[config.mk]
export PLATFORM = sky130hd
export DESIGN_NAME = dm_access_ctrl
export DESIGN_NICKNAME = d
export VERILOG_FILES = /design/src/rtl/dm_access_ctrl.sv
export SDC_FILE = /design/constraint.sdc
export NUM_CORES = 1
export LEC_CHECK = 0
export BUFFER_PORTS_ARGS = -buffer_cell sky130_fd_sc_hd__buf_2
export CAP_MARGIN = 10
export CORE_UTILIZATION = 27
export CTS_CLUSTER_SIZE = 30
export DETAILED_ROUTE_END_ITERATION = 10
export GPL_TIMING_DRIVEN = 0
export PLACE_DENSITY_LB_ADDON = 0.3
export SLEW_MARGIN = 15
export SYNTH_ARGS = -nofsm -noshare
export SYNTH_HDL_FRONTEND = slang
export SYNTH_SLANG_ARGS = --single-unit
[constraint.sdc]
create_clock -name clk -period 3.4 [get_ports clk]
set_input_delay 0.17 -clock clk [delete_from_list [all_inputs] [get_ports clk]]
set_output_delay 0.17 -clock clk [all_outputs]
set_load 0.02 [all_outputs]
[src/rtl/dm_access_ctrl.sv]
// Data-memory initiator: takes one load/store at a time, forms base+offset,
// drives the memory port, waits out the read latency and returns a response.
module dm_access_ctrl #(
  parameter int unsigned AW     = 16,
  parameter int unsigned DW     = 16,
  parameter int unsigned TAGW   = 3,
  parameter int unsigned RD_LAT = 1
) (
  input  logic            clk,
  input  logic            rstn,
  input  logic            req_valid,
  output logic            req_ready,
  input  logic            req_we,
  input  logic [AW-1:0]   req_base,
  input  logic [AW-1:0]   req_off,
  input  logic [DW-1:0]   req_wdata,
  input  logic [TAGW-1:0] req_tag,
  output logic            rsp_valid,
  input  logic            rsp_ready,
  output logic            rsp_we,
  output logic [DW-1:0]   rsp_data,
  output logic [TAGW-1:0] rsp_tag,
  output logic            rsp_wrap,
  output logic            dm_wflag,
  output logic [AW-1:0]   dm_addr,
  output logic [DW-1:0]   dm_datain,
  input  logic [DW-1:0]   dm_dataout
);

  localparam int unsigned CW = $clog2(RD_LAT + 1);

  typedef enum logic [1:0] {StIdle, StAccess, StWait, StResp} state_e;

  state_e          state_q, state_d;
  logic            we_q;
  logic [DW-1:0]   wdata_q;
  logic [TAGW-1:0] tag_q;
  logic [AW-1:0]   addr_q;
  logic            wrap_q;
  logic [CW-1:0]   cnt_q;
  logic [DW-1:0]   rsp_data_q;
  logic [AW:0]     sum;

  assign sum = {1'b0, req_base} + {1'b0, req_off};

  always_comb begin
    state_d = state_q;
    unique case (state_q)
      StIdle:   if (req_valid) state_d = StAccess;
      StAccess: state_d = we_q ? StResp : StWait;
      StWait:   if (cnt_q == CW'(1)) state_d = StResp;
      StResp:   if (rsp_ready) state_d = StIdle;
      default:  state_d = StIdle;
    endcase
  end

  always_ff @(posedge clk or negedge rstn) begin
    if (!rstn) begin
      state_q    <= StIdle;
      we_q       <= 1'b0;
      wdata_q    <= '0;
      tag_q      <= '0;
      addr_q     <= '0;
      wrap_q     <= 1'b0;
      cnt_q      <= '0;
      rsp_data_q <= '0;
    end else begin
      state_q <= state_d;
      unique case (state_q)
        StIdle: begin
          if (req_valid) begin
            we_q    <= req_we;
            wdata_q <= req_wdata;
            tag_q   <= req_tag;
            addr_q  <= sum[AW-1:0];
            wrap_q  <= sum[AW];
          end
        end
        StAccess: begin
          if (we_q) rsp_data_q <= '0;
          else      cnt_q      <= CW'(RD_LAT);
        end
        StWait: begin
          cnt_q <= cnt_q - CW'(1);
          if (cnt_q == CW'(1)) rsp_data_q <= dm_dataout;
        end
        default: ;
      endcase
    end
  end

  // Address/data registers feed the memory directly, so they hold their last
  // value between transactions; only the write strobe is gated by state.
  assign req_ready = (state_q == StIdle) & rstn;
  assign rsp_valid = (state_q == StResp);
  assign rsp_we    = we_q;
  assign rsp_data  = rsp_data_q;
  assign rsp_tag   = tag_q;
  assign rsp_wrap  = wrap_q;
  assign dm_wflag  = (state_q == StAccess) & we_q;
  assign dm_addr   = addr_q;
  assign dm_datain = wdata_q;

endmodule

* Word level (Yosys, flattened, before mapping)
Cells that the tools add are included. Widths: inputs -> output; s select.
Word-level totals: flip-flop bits (word level) 56, input bits 72, output and inout bits 56, word-level logic and storage cells 36
Operators by class: $add $sub $neg 2, equality and inequality tests 8, muxes and demuxes 10, bitwise operators 2, reductions and logical operators 6
Operators by type and width (number):
- $mux 16 | 2
- $pmux 16 s2 | 1
- $add 16x16->17 | 1
- $ne 2x2->1 const B | 4
- $pmux 2 s4 | 1
- $mux 2 | 3
- $reduce_and 3->1 | 2
- $eq 2x2->1 const B | 2
- $reduce_and 2->1 | 2
- $and 1x1->1 | 2
- $eq 2x1->1 const B | 1
- $logic_not 2->1 | 1
- $mux 1 | 2
- $ne 2x1->1 const B | 1
- $pmux 1 s2 | 1
- $reduce_bool 2->1 | 1
- $sub 1x1->1 const B | 1

* Longest topological paths before layout
Gate-level depths: netlist (run 1).
depth in word-level cells 3, gate-level depth with buffers 9, mapped depth without buffers 7

* Worst setup path before layout (run 1)
No wires, ideal clock.
path kind in2reg, start input req_base[0], end register addr_q[14], in the netlist dm_addr[14], setup time 0.124 ns, arrival time 1.922 ns, data required time 3.276 ns, slack 1.354 ns, stages on the path 7, buffers on the path 0, path through ha_1 fa_1 a21oi_1 o221ai_2 a2111oi_2 mux2i_1 a211o_1
On the way: longest elaborated chain between the ends 1
RTL lines:
- start: declaration | RTL line 14 | input logic [AW-1:0] req_base,
- $add 16x16->17 | RTL line 44 | assign sum = {1'b0, req_base} + {1'b0, req_off};
- end signal: assignment | RTL line 75 | addr_q <= sum[AW-1:0];
- end: declaration | RTL line 38 | logic [AW-1:0] addr_q;
Every way passes these cells. A chain may end at the register's enable or synchronous reset.

* Final worst setup path (run 1)
start register state_q[0], end register addr_q[12], in the netlist dm_addr[12]
On the way: longest elaborated chain between the ends 2
RTL lines:
- start: declaration | RTL line 34 | state_e state_q, state_d;
- start signal: assignment | RTL line 59 | state_q <= StIdle;
- start signal: assignment | RTL line 68 | state_q <= state_d;
- $logic_not 2->1 | RTL line 69 | unique case (state_q)
- $reduce_and 2->1 (no line)
Every way passes these cells.

==> results of run 1 <==
power by group:
part           switching, mW  total, mW  internal [mW]
clock                  0.221      0.609          0.388
combinational          0.978       1.54          0.567
sequential             0.157       1.11          0.954
total                   1.36       3.26           1.91
flip-flops by register name (all words and copies together) (netlist names):
signal and count:
dm_addr 16, dm_datain 16, rsp_data 16, rsp_tag 3, state_q 2, cnt_q 1, rsp_we 1, rsp_wrap 1
area by class of cell:
cell class,count,share of cell area
Buffer,15,0.0161
Clock buffer,7,0.0370
Clock inverter,1,0.00727
Inverter,10,0.00909
Multi-Input combinational cell,260,0.392
Sequential cell,56,0.339
Tap cell,140,0.0424
Timing Repair Buffer,128,0.157
cells in the final DEF, fill, tap and decap left out, types with 2 or more instances in the layout:
| cell type | synthesis | final |
|---|---|---|
| nand3_1 | 2 | 2 |
| nand4_1 | 3 | 3 |
| xor2_1 | 3 | 3 |
| xnor2_1 | 4 | 4 |
| a21oi_1 | 15 | 15 |
| o211ai_1 | 5 | 5 |
| or3_1 | 2 | 2 |
| nor3b_1 | 2 | 2 |
| o31ai_1 | 3 | 3 |
| buf_2 | 2 | 128 |
| dfrtp_1 | 56 | 56 |
| a21o_1 | 3 | 3 |
| clkbuf_8 | 0 | 2 |
| clkbuf_16 | 0 | 5 |
| o311ai_0 | 2 | 2 |
| nand2_1 | 89 | 89 |
| nor2_1 | 12 | 12 |
| clkbuf_1 | 12 | 12 |
| nor2b_1 | 2 | 2 |
| a211oi_1 | 5 | 5 |
| ha_1 | 21 | 21 |
| a22o_1 | 16 | 16 |
| inv_1 | 10 | 10 |
| nand3b_1 | 2 | 2 |
| nor3_1 | 6 | 6 |
| a31oi_1 | 3 | 3 |
| and2_1 | 5 | 5 |
| nand2b_1 | 4 | 4 |
| o21ai_0 | 26 | 26 |
logic make-up (layout without fill, tap and decap cells):
family / Yosys count / in the layout / synth area share
fa+ha+maj: 22 / 22 / 0.0905
simple gates: 138 / 138 / 0.199
flops: 56 / 56 / 0.449
compound gates: 91 / 91 / 0.202
buf+inv: 25 / 161 / 0.0333
mux: 2 / 2 / 0.00681
xor+xnor: 7 / 7 / 0.0196
stage by stage:
stage	setup WS, ns	instance area (sq um)
2_1_floorplan	1.35	3120
3_3_place_gp	1.02	3930
3_5_place_dp	1.03	3940
4_1_cts	1.23	4130
5_1_grt	1.02	4130
6_report	1.29	4130
worst max-delay path, stage by stage, from the launching register on:
cell      delay [ns]
dfrtp_1         0.43
inv_1           0.13
ha_1            0.22
and2_1          0.14
clkbuf_1        0.28
clkbuf_1        0.49
nand2_1         0.12
nor2_1          0.10
o21ai_0         0.08
nand3_1         0.07
routing by layer:
metal | track usage | wire, microns | vias up
li1 | - | - | 1481
met1 | 0.177 | 3810 | 1297
met2 | 0.235 | 3700 | 106
met3 | 0.0231 | 595 | 8
met4 | 0.0324 | 93 | 0
met5 | 0 | 0 | -
repair_timing:
item | CTS | global route
buffers inserted | 0 | 0
hold buffers | 1 | 0
hold endpoints to repair | 56 | 0
final timing paths:
check | endpoint | slack, ns | from | cells past startpoint
min in group asynchronous | dm_datain[2]$_DFFE_PN0P_ | 0.49 | rstn | 2
max | dm_addr[12]$_DFFE_PN0P_ | 1.29 | state_q[0]$_DFFE_PN0P_ | 9
max reg2reg | dm_addr[12]$_DFFE_PN0P_ | 1.29 | state_q[0]$_DFFE_PN0P_ | 9
max in group asynchronous | dm_datain[12]$_DFFE_PN0P_ | 2.45 | rstn | 2
min reg2reg | dm_datain[3]$_DFFE_PN0P_ | 0.48 | dm_datain[3]$_DFFE_PN0P_ | 2
min | rsp_we$_DFFE_PN0P_ | 0.07 | req_we | 3
==> metrics, run 1 <==
Hold Vio Cnt, Final 0; DR iter-0 viols roughly 100; area added between synthesis and finish 32.2%; IO Count between 100 and 150; final period utilization 0.620; non-filler cells, final ~600; Longest Clk Path Bufs 2; Yosys top cell area share 0.449; Synth top cells by count nand2_1, dfrtp_1, o21ai_0; CP required approximately 3.6 ns; drc violations 0; DRT antenna net count 0; Worst Hold Class in2reg; grt total ovfl 0; initial antenna violation count 0; Leakage 2.12 nW; Worst-Margin Slew 0.697 ns; Final HPWL DP roughly 6.5 mm; CP Max Fanout 10; Total Routing Usage GR 0.136; Clk Latency, worst-skew pair roughly 0.29 ns; CP Capture Type flip-flop; # rows 38; DR WL/cell ~13 microns; Avg Cell Area, Syn between 9 and 10 sq um; fraction of layout cells with a size suffix above 1 0.306; Hold WS approximately 0.067 ns; crit path DAT about 2.3 ns; CP Class reg2reg; multi-input logic area 1620 sq um; Routed WL 8.20 mm; drt pass-1 iters 6; vias just under 3000; peak supply drop 0.000331 V; Core Util, Final 0.374; Sink Count 56; Mapped Cells ~340; fillers between 1000 and 1500; CP startpoint kind flip-flop; max-cap viol count 0; register bit count reported by yosys 56; starting density of the core 0.283; post-synth net total ~440; Final Wtd Congestion ~0.84; Die ar. 12000 sq um; dpl cells between 600 and 700; largest net degree at the start of global routing 58; Seq. cell area roughly 1400 sq um; area leader, netlist dfrtp_1; H-tree depth 2; Clock transition at path regs 0.07 ns; Netlist Area Pre-Place approximately 3100 sq um; Netlist cell types 53; root buffer cell clkbuf_16; Overall Power between 3 and 4 mW; vias in the first global route between 2000 and 3000; Setup violations, final 0; Worst Skew approximately 0.0063 ns; Seq/Total Area, Yosys 0.449; predominant post-synthesis flop cell dfrtp_1; Post-synth EDFFs 0; Ys Warns 0; most common cell in the synthesized netlist nand2_1; status finished, final reports clean; die width about 110 microns; Final #Nets 570; ANT cells 0; CTS resizes 0; first-pass GRT wire length 12.8 mm; CTS tree built; Fmax approximately 0.47 GHz; asr flop ratio synth 1.00; Area contributors post-synth dfrtp_1, nand2_1, ha_1; total CTS buffers 5; setup TNS 0 ns; PwrDens just under 800 nW/um^2; Via-to-Cell Ratio 4.69; Die Span Y between 100 and 150 microns; Slew Limit Fails 0; Buffers on Ports roughly 130; RSZ-0062 raised after global routing no; Min Clock Period, post-route 2.11 ns; relative slew slack 0.535; Placeable Area 11000 sq um
Power figures use the tool's default switching activity.
==> run 2, diff against run 1 <==
Clock period 3.4 ns to 1.7 ns, I/O delays scaled along.
==> metrics, run 2 (synthesis results as in run 1) <==
Setup violations, final 0 (unchanged); status finished, violations left (was finished, final reports clean); Comb pwr share 0.497 (was 0.473); violated checks negative hold slack; Hold WS -0.166 ns (was 0.0670 ns); Final HPWL DP 6.51 mm (was 6.50 mm); relative slew slack 0.515 (was 0.535); sw power 2.82 mW (was 1.36 mW); # rows 38 (unchanged); max-cap viol count 0 (unchanged); final period utilization 0.949; Min Clock Period, post-route around 1.6 ns; ANT cells 0 (unchanged); Die Span Y 110 microns (unchanged); DRT antenna net count 0 (unchanged); crit path DAT 1.79 ns (was 2.33 ns); drc violations 0 (unchanged); commonest non-fill, non-tap cell in the layout buf_2 (unchanged); initial antenna violation count 0 (unchanged); Worst Skew 0.00427 ns (was 0.00633 ns); largest net degree at the start of global routing 58 (unchanged); Longest Clk Path Bufs 2 (unchanged); Fmax between 0.6 and 0.7 GHz; setup slack at placement -0.451 ns (was 1.03 ns); starting density of the core 0.283 (unchanged); Clk Latency, worst-skew pair 0.29 ns (about the same); root buffer cell clkbuf_16 (unchanged); Via-to-Cell Ratio 4.74 (was 4.69); final worst slack 0.0863 ns (was 1.29 ns); PwrDens 1520 nW/um^2 (was 791 nW/um^2); Worst-Margin Slew 0.727 ns (was 0.697 ns); Total Routing Usage GR 0.145 (was 0.136); commonest non-fill, non-tap cells in the layout buf_2, nand2_1, dfrtp_1 (unchanged); drt pass-1 iters 4 (was 6); Hold Vio Cnt, Final 56 (was 0); Worst Hold Class in2async (was in2reg); Clock transition at path regs 0.07 ns (about the same); Sink Count 56 (unchanged); R2R cell count 6 (was 9); CP Capture Type flip-flop (unchanged); DR iter-0 viols 104 (unchanged); peak supply drop 0.000792 V (was 0.000331 V); CP startpoint kind input pin (was flip-flop); Switching Fraction 0.419 (was 0.415); Leakage 2.24 nW (was 2.12 nW); die width 110 microns (unchanged); total CTS buffers 5 (unchanged); H-tree depth 2 (unchanged); area added between synthesis and finish 42.0% (was 32.2%); grt total ovfl 0 (unchanged); Final #Nets 591 (was 570); Die ar. 12000 sq um (unchanged); vias 3022 (was 2892); vias in the first global route 2848 (was 2703); CP Class in2reg (was reg2reg); Placeable Area 11000 sq um (unchanged); Final Wtd Congestion 0.846 (was 0.839); Internal 3.91 mW (was 1.91 mW); Sequential Power Share 0.329 (was 0.340); DR WL/cell 13.7 microns (was 13.3 microns); Clock Power Share 0.173 (was 0.186); CP required 1.88 ns (was 3.62 ns); fraction of layout cells with a size suffix above 1 0.341 (was 0.306); Slew Limit Fails 0 (unchanged); Buffers on Ports 127 (unchanged); CP Max Fanout 3 (was 10); CTS tree built (unchanged); Routed WL 8.73 mm (was 8.20 mm); first-pass GRT wire length 13.7 mm (was 12.8 mm); IO Count 128 (unchanged)
run 2: stage by stage:
step | cell area, sq um | power (mW) | instances | TNS [ns] | utilization
2_1_floorplan | 3140 | 4.29 | 341 | 0 | -
3_3_place_gp | 3950 | 5.33 | 608 | -14.19 | 0.358
3_5_place_dp | 3960 | 5.40 | 608 | -16.35 | 0.359
4_1_cts | 4370 | 6.74 | 637 | 0 | 0.396
5_1_grt | 4440 | 7.25 | 638 | -0.0446 | 0.402
6_report | 4440 | 6.74 | 638 | 0 | 0.402
run 2: area by class of cell:
class	instances	area (sq um)
Buffer	13	90.1
Clock buffer	5	125
Clock inverter	3	42.5
Fill cell	1114	6600
Inverter	10	37.5
Multi-Input combinational cell	260	1680
Sequential cell	56	1400
Tap cell	140	175
Timing Repair Buffer	151	883
run 2: worst paths after layout:
| check | from | end | slack, ns |
|---|---|---|---|
| max in group asynchronous | rstn | dm_datain[9]$_DFFE_PN0P_ | 1.36 |
| max reg2reg | state_q[0]$_DFFE_PN0P_ | dm_addr[15]$_DFFE_PN0P_ | 0.10 |
| min in group clk | dm_dataout[15] | rsp_data[15]$_DFFE_PN0P_ | 0.01 |
| min reg2reg | dm_datain[1]$_DFFE_PN0P_ | dm_datain[1]$_DFFE_PN0P_ | 0.47 |
| min | rstn | dm_datain[15]$_DFFE_PN0P_ | -0.17 |
| max | req_base[0] | dm_addr[14]$_DFFE_PN0P_ | 0.09 |
run 2: critical path, cell delays in order:
cell	delay (ns)
buf_6	0.10
ha_4	0.17
fa_2	0.39
a21oi_2	0.18
o221ai_2	0.16
a2111oi_4	0.34
mux2i_1	0.14
a211o_1	0.23
run 2: repair_timing:
item,in CTS,in global routing
buffers inserted,3,0
gates resized for setup,14,23
pin swaps,1,0
endpoints found under the setup margin,46,44
hold buffers,20,1
endpoints found under the hold margin,76,57
run 2: metal layers:
| layer | track usage | vias up | part of all wire |
|---|---|---|---|
| met1 | 0.184 | 1381 | 0.46 |
| met3 | 0.0255 | 7 | 0.064 |
| met4 | 0.0333 | 0 | 0.0073 |
| li1 | - | 1535 | - |
| met5 | 0 | - | 0 |
| met2 | 0.257 | 99 | 0.47 |
run 2: power groups by stage:
stage / Sequential, mW / Clock (mW) / Combinational, mW
final: 2.22 / 1.17 / 3.35
after CTS: 2.22 / 1.21 / 3.32
after detailed placement: 2.25 / 0 / 3.16
after floorplan: 2.88 / 0 / 1.41
after global routing: 2.29 / 1.25 / 3.71
after global placement: 2.22 / 0 / 3.10
==> run 3, diff against run 2 <==
Settings changed: PLACE_DENSITY_LB_ADDON 0.3 to not set.
==> metrics, run 3 (synthesis results as in run 1) <==
status finished, violations left (unchanged); violated checks negative hold slack (unchanged); Clock Power Share 0.158 (was 0.173); CP Class in2reg (unchanged); Clk Latency, worst-skew pair 0.29 ns (about the same); Internal 3.81 mW (was 3.91 mW); Worst-Margin Slew 0.718 ns (was 0.727 ns); DRT antenna net count 0 (unchanged); Die ar. 12000 sq um (unchanged); Routed WL 8.87 mm (was 8.73 mm); max-cap viol count 0 (unchanged); die width 110 microns (unchanged); Final Wtd Congestion 0.853 (was 0.846); Comb pwr share 0.508 (was 0.497); CTS tree built (unchanged); # rows 38 (unchanged); root buffer cell clkbuf_16 (unchanged); Sink Count 56 (unchanged); final period utilization 0.973 (was 0.949); Leakage 2.23 nW (was 2.24 nW); peak supply drop 0.000911 V (was 0.000792 V); Total Routing Usage GR 0.146 (was 0.145); CP Capture Type flip-flop (unchanged); top layer in use met4 (unchanged); DR WL/cell 14.0 microns (was 13.7 microns); commonest non-fill, non-tap cell in the layout buf_2 (unchanged); setup TNS 0 ns (unchanged); met2 wire len 4.18 mm (was 4.08 mm); ANT cells 0 (unchanged); H-tree depth 2 (unchanged); routed wl met3 596 microns (was 562 microns); initial antenna violation count 0 (unchanged); Hold WS -0.146 ns (was -0.166 ns); Setup violations, final 0 (unchanged); CP required 1.87 ns (was 1.88 ns); drt pass-1 iters 4 (unchanged); RSZ-0062 raised after global routing yes; first-pass GRT wire length 13.8 mm (was 13.7 mm); CTS Hold Bufs 18 (was 20); largest net degree at the start of global routing 58 (unchanged); area added between synthesis and finish 41.9% (was 42.0%); CP Cell Sequence buf_6 -> ha_4 -> fa_2 -> a21oi_4 -> o221ai_4 -> a2111oi_4 -> mux2i_1 -> a211o_1 (was buf_6 -> ha_4 -> fa_2 -> a21oi_2 -> o221ai_2 -> a2111oi_4 -> mux2i_1 -> a211o_1); commonest non-fill, non-tap cells in the layout buf_2, nand2_1, dfrtp_1 (unchanged); DRT met1 WL 4.01 mm (was 4.02 mm); Final HPWL DP 6.62 mm (was 6.51 mm); Buffers on Ports 127 (unchanged); IO Count 128 (unchanged); Switching Fraction 0.427 (was 0.419); crit path DAT 1.82 ns (was 1.79 ns); Hold Vio Cnt, Final 56 (unchanged); vias 2975 (was 3022); grt total ovfl 0 (unchanged); DR iter-0 viols 96 (was 104); Slew Limit Fails 0 (unchanged); CP startpoint kind input pin (unchanged); Core Util, Final 0.402 (about the same); delay-heaviest family, CP compound AO/OA/AOI/OAI gates (unchanged); vias in the first global route 2857 (was 2848); Worst Skew 0.00525 ns (was 0.00427 ns); Die Span Y 110 microns (unchanged); Fmax 0.605 GHz (was 0.620 GHz); Clock transition at path regs 0.07 ns (about the same); drc violations 0 (unchanged); Min Clock Period, post-route 1.65 ns (was 1.61 ns); Placeable Area 11000 sq um (unchanged); sw power 2.84 mW (was 2.82 mW); slowest stage delay, CP 0.41 ns (was 0.39 ns); Via-to-Cell Ratio 4.69 (was 4.74); Critical path buffers and inverters 1 (unchanged); PwrDens 1500 nW/um^2 (was 1520 nW/um^2); Longest Clk Path Bufs 2 (unchanged); total CTS buffers 5 (unchanged); Sequential Power Share 0.334 (was 0.329); fraction of layout cells with a size suffix above 1 0.347 (was 0.341); critical path's slowest cell fa_2 (unchanged); Final #Nets 588 (was 591); Worst Hold Class in2async (unchanged); CP Max Fanout 3 (unchanged); relative slew slack 0.521 (was 0.515); starting density of the core 0.283 (unchanged)
-- run 3: cell types whose count changed in the layout (fill, tap and decap cells not counted), moves of 2 or more --
cell           change
a211oi_1           -2
a211oi_2           +2
dlygate4sd3_1      -3
o21ai_0            -2
o21ai_1            +2
-- run 3: per-layer routing --
layer	vias up	track usage
met2	88	0.251
li1	1515	-
met5	-	0
met3	9	0.0273
met1	1363	0.187
met4	0	0.0371
-- run 3: final timing paths --
check | startpoint | endpoint | slack, ns | cells after the start
setup / recovery | req_base[0] | dm_addr[14]$_DFFE_PN0P_ | 0.05 | 8
min in group clk | req_wdata[12] | dm_datain[12]$_DFFE_PN0P_ | 0.01 | 3
hold / removal | rstn | dm_datain[14]$_DFFE_PN0P_ | -0.15 | 1
setup reg to reg | state_q[0]$_DFFE_PN0P_ | state_q[1]$_DFFE_PN0P_ | 0.09 | 5
hold reg to reg | rsp_tag[0]$_DFFE_PN0P_ | rsp_tag[0]$_DFFE_PN0P_ | 0.47 | 2
max in group asynchronous | rstn | dm_addr[13]$_DFFE_PN0P_ | 1.37 | 1
-- run 3: layout make-up --
cell class	instances	area (sq um)
fill	1131	6600
multi-input combinational	260	1730
sequential	56	1400
timing repair buffer	148	853
tap	140	175
clock buffer	7	143
buffer	13	83.8
inverter	10	37.5
clock inverter	1	7.51
-- run 3: power by group through the flow --
stage	logic, mW	clock network (mW)	registers [mW]
detailed placement	3.15	0	2.26
finish	3.38	1.05	2.23
global route	3.72	1.15	2.30
CTS	3.33	1.08	2.22
global placement	3.09	0	2.22
floorplan	1.41	0	2.88
-- run 3: metrics by stage --
| step | area, sq um | total power, mW | setup WS (ns) | hold WS, ns | std cells |
|---|---|---|---|---|---|
| after floorplan | 3140 | 4.29 | 0.0265 | -0.211 | 341 |
| after global placement | 3950 | 5.32 | -0.356 | 0.277 | 608 |
| after CTS | 4350 | 6.63 | 0.00955 | -0.126 | 636 |
| after detailed placement | 3960 | 5.41 | -0.430 | 0.188 | 608 |
| after global routing | 4430 | 7.17 | -0.0175 | -0.0887 | 635 |
| final | 4430 | 6.65 | 0.0458 | -0.146 | 635 |
-- run 3: timing repair --
action	4_1_cts	5_1_grt
setup endpoints to repair	46	19
gates resized for setup	16	23
hold endpoints to repair	74	56
buffers inserted	3	0
pin swaps	1	3
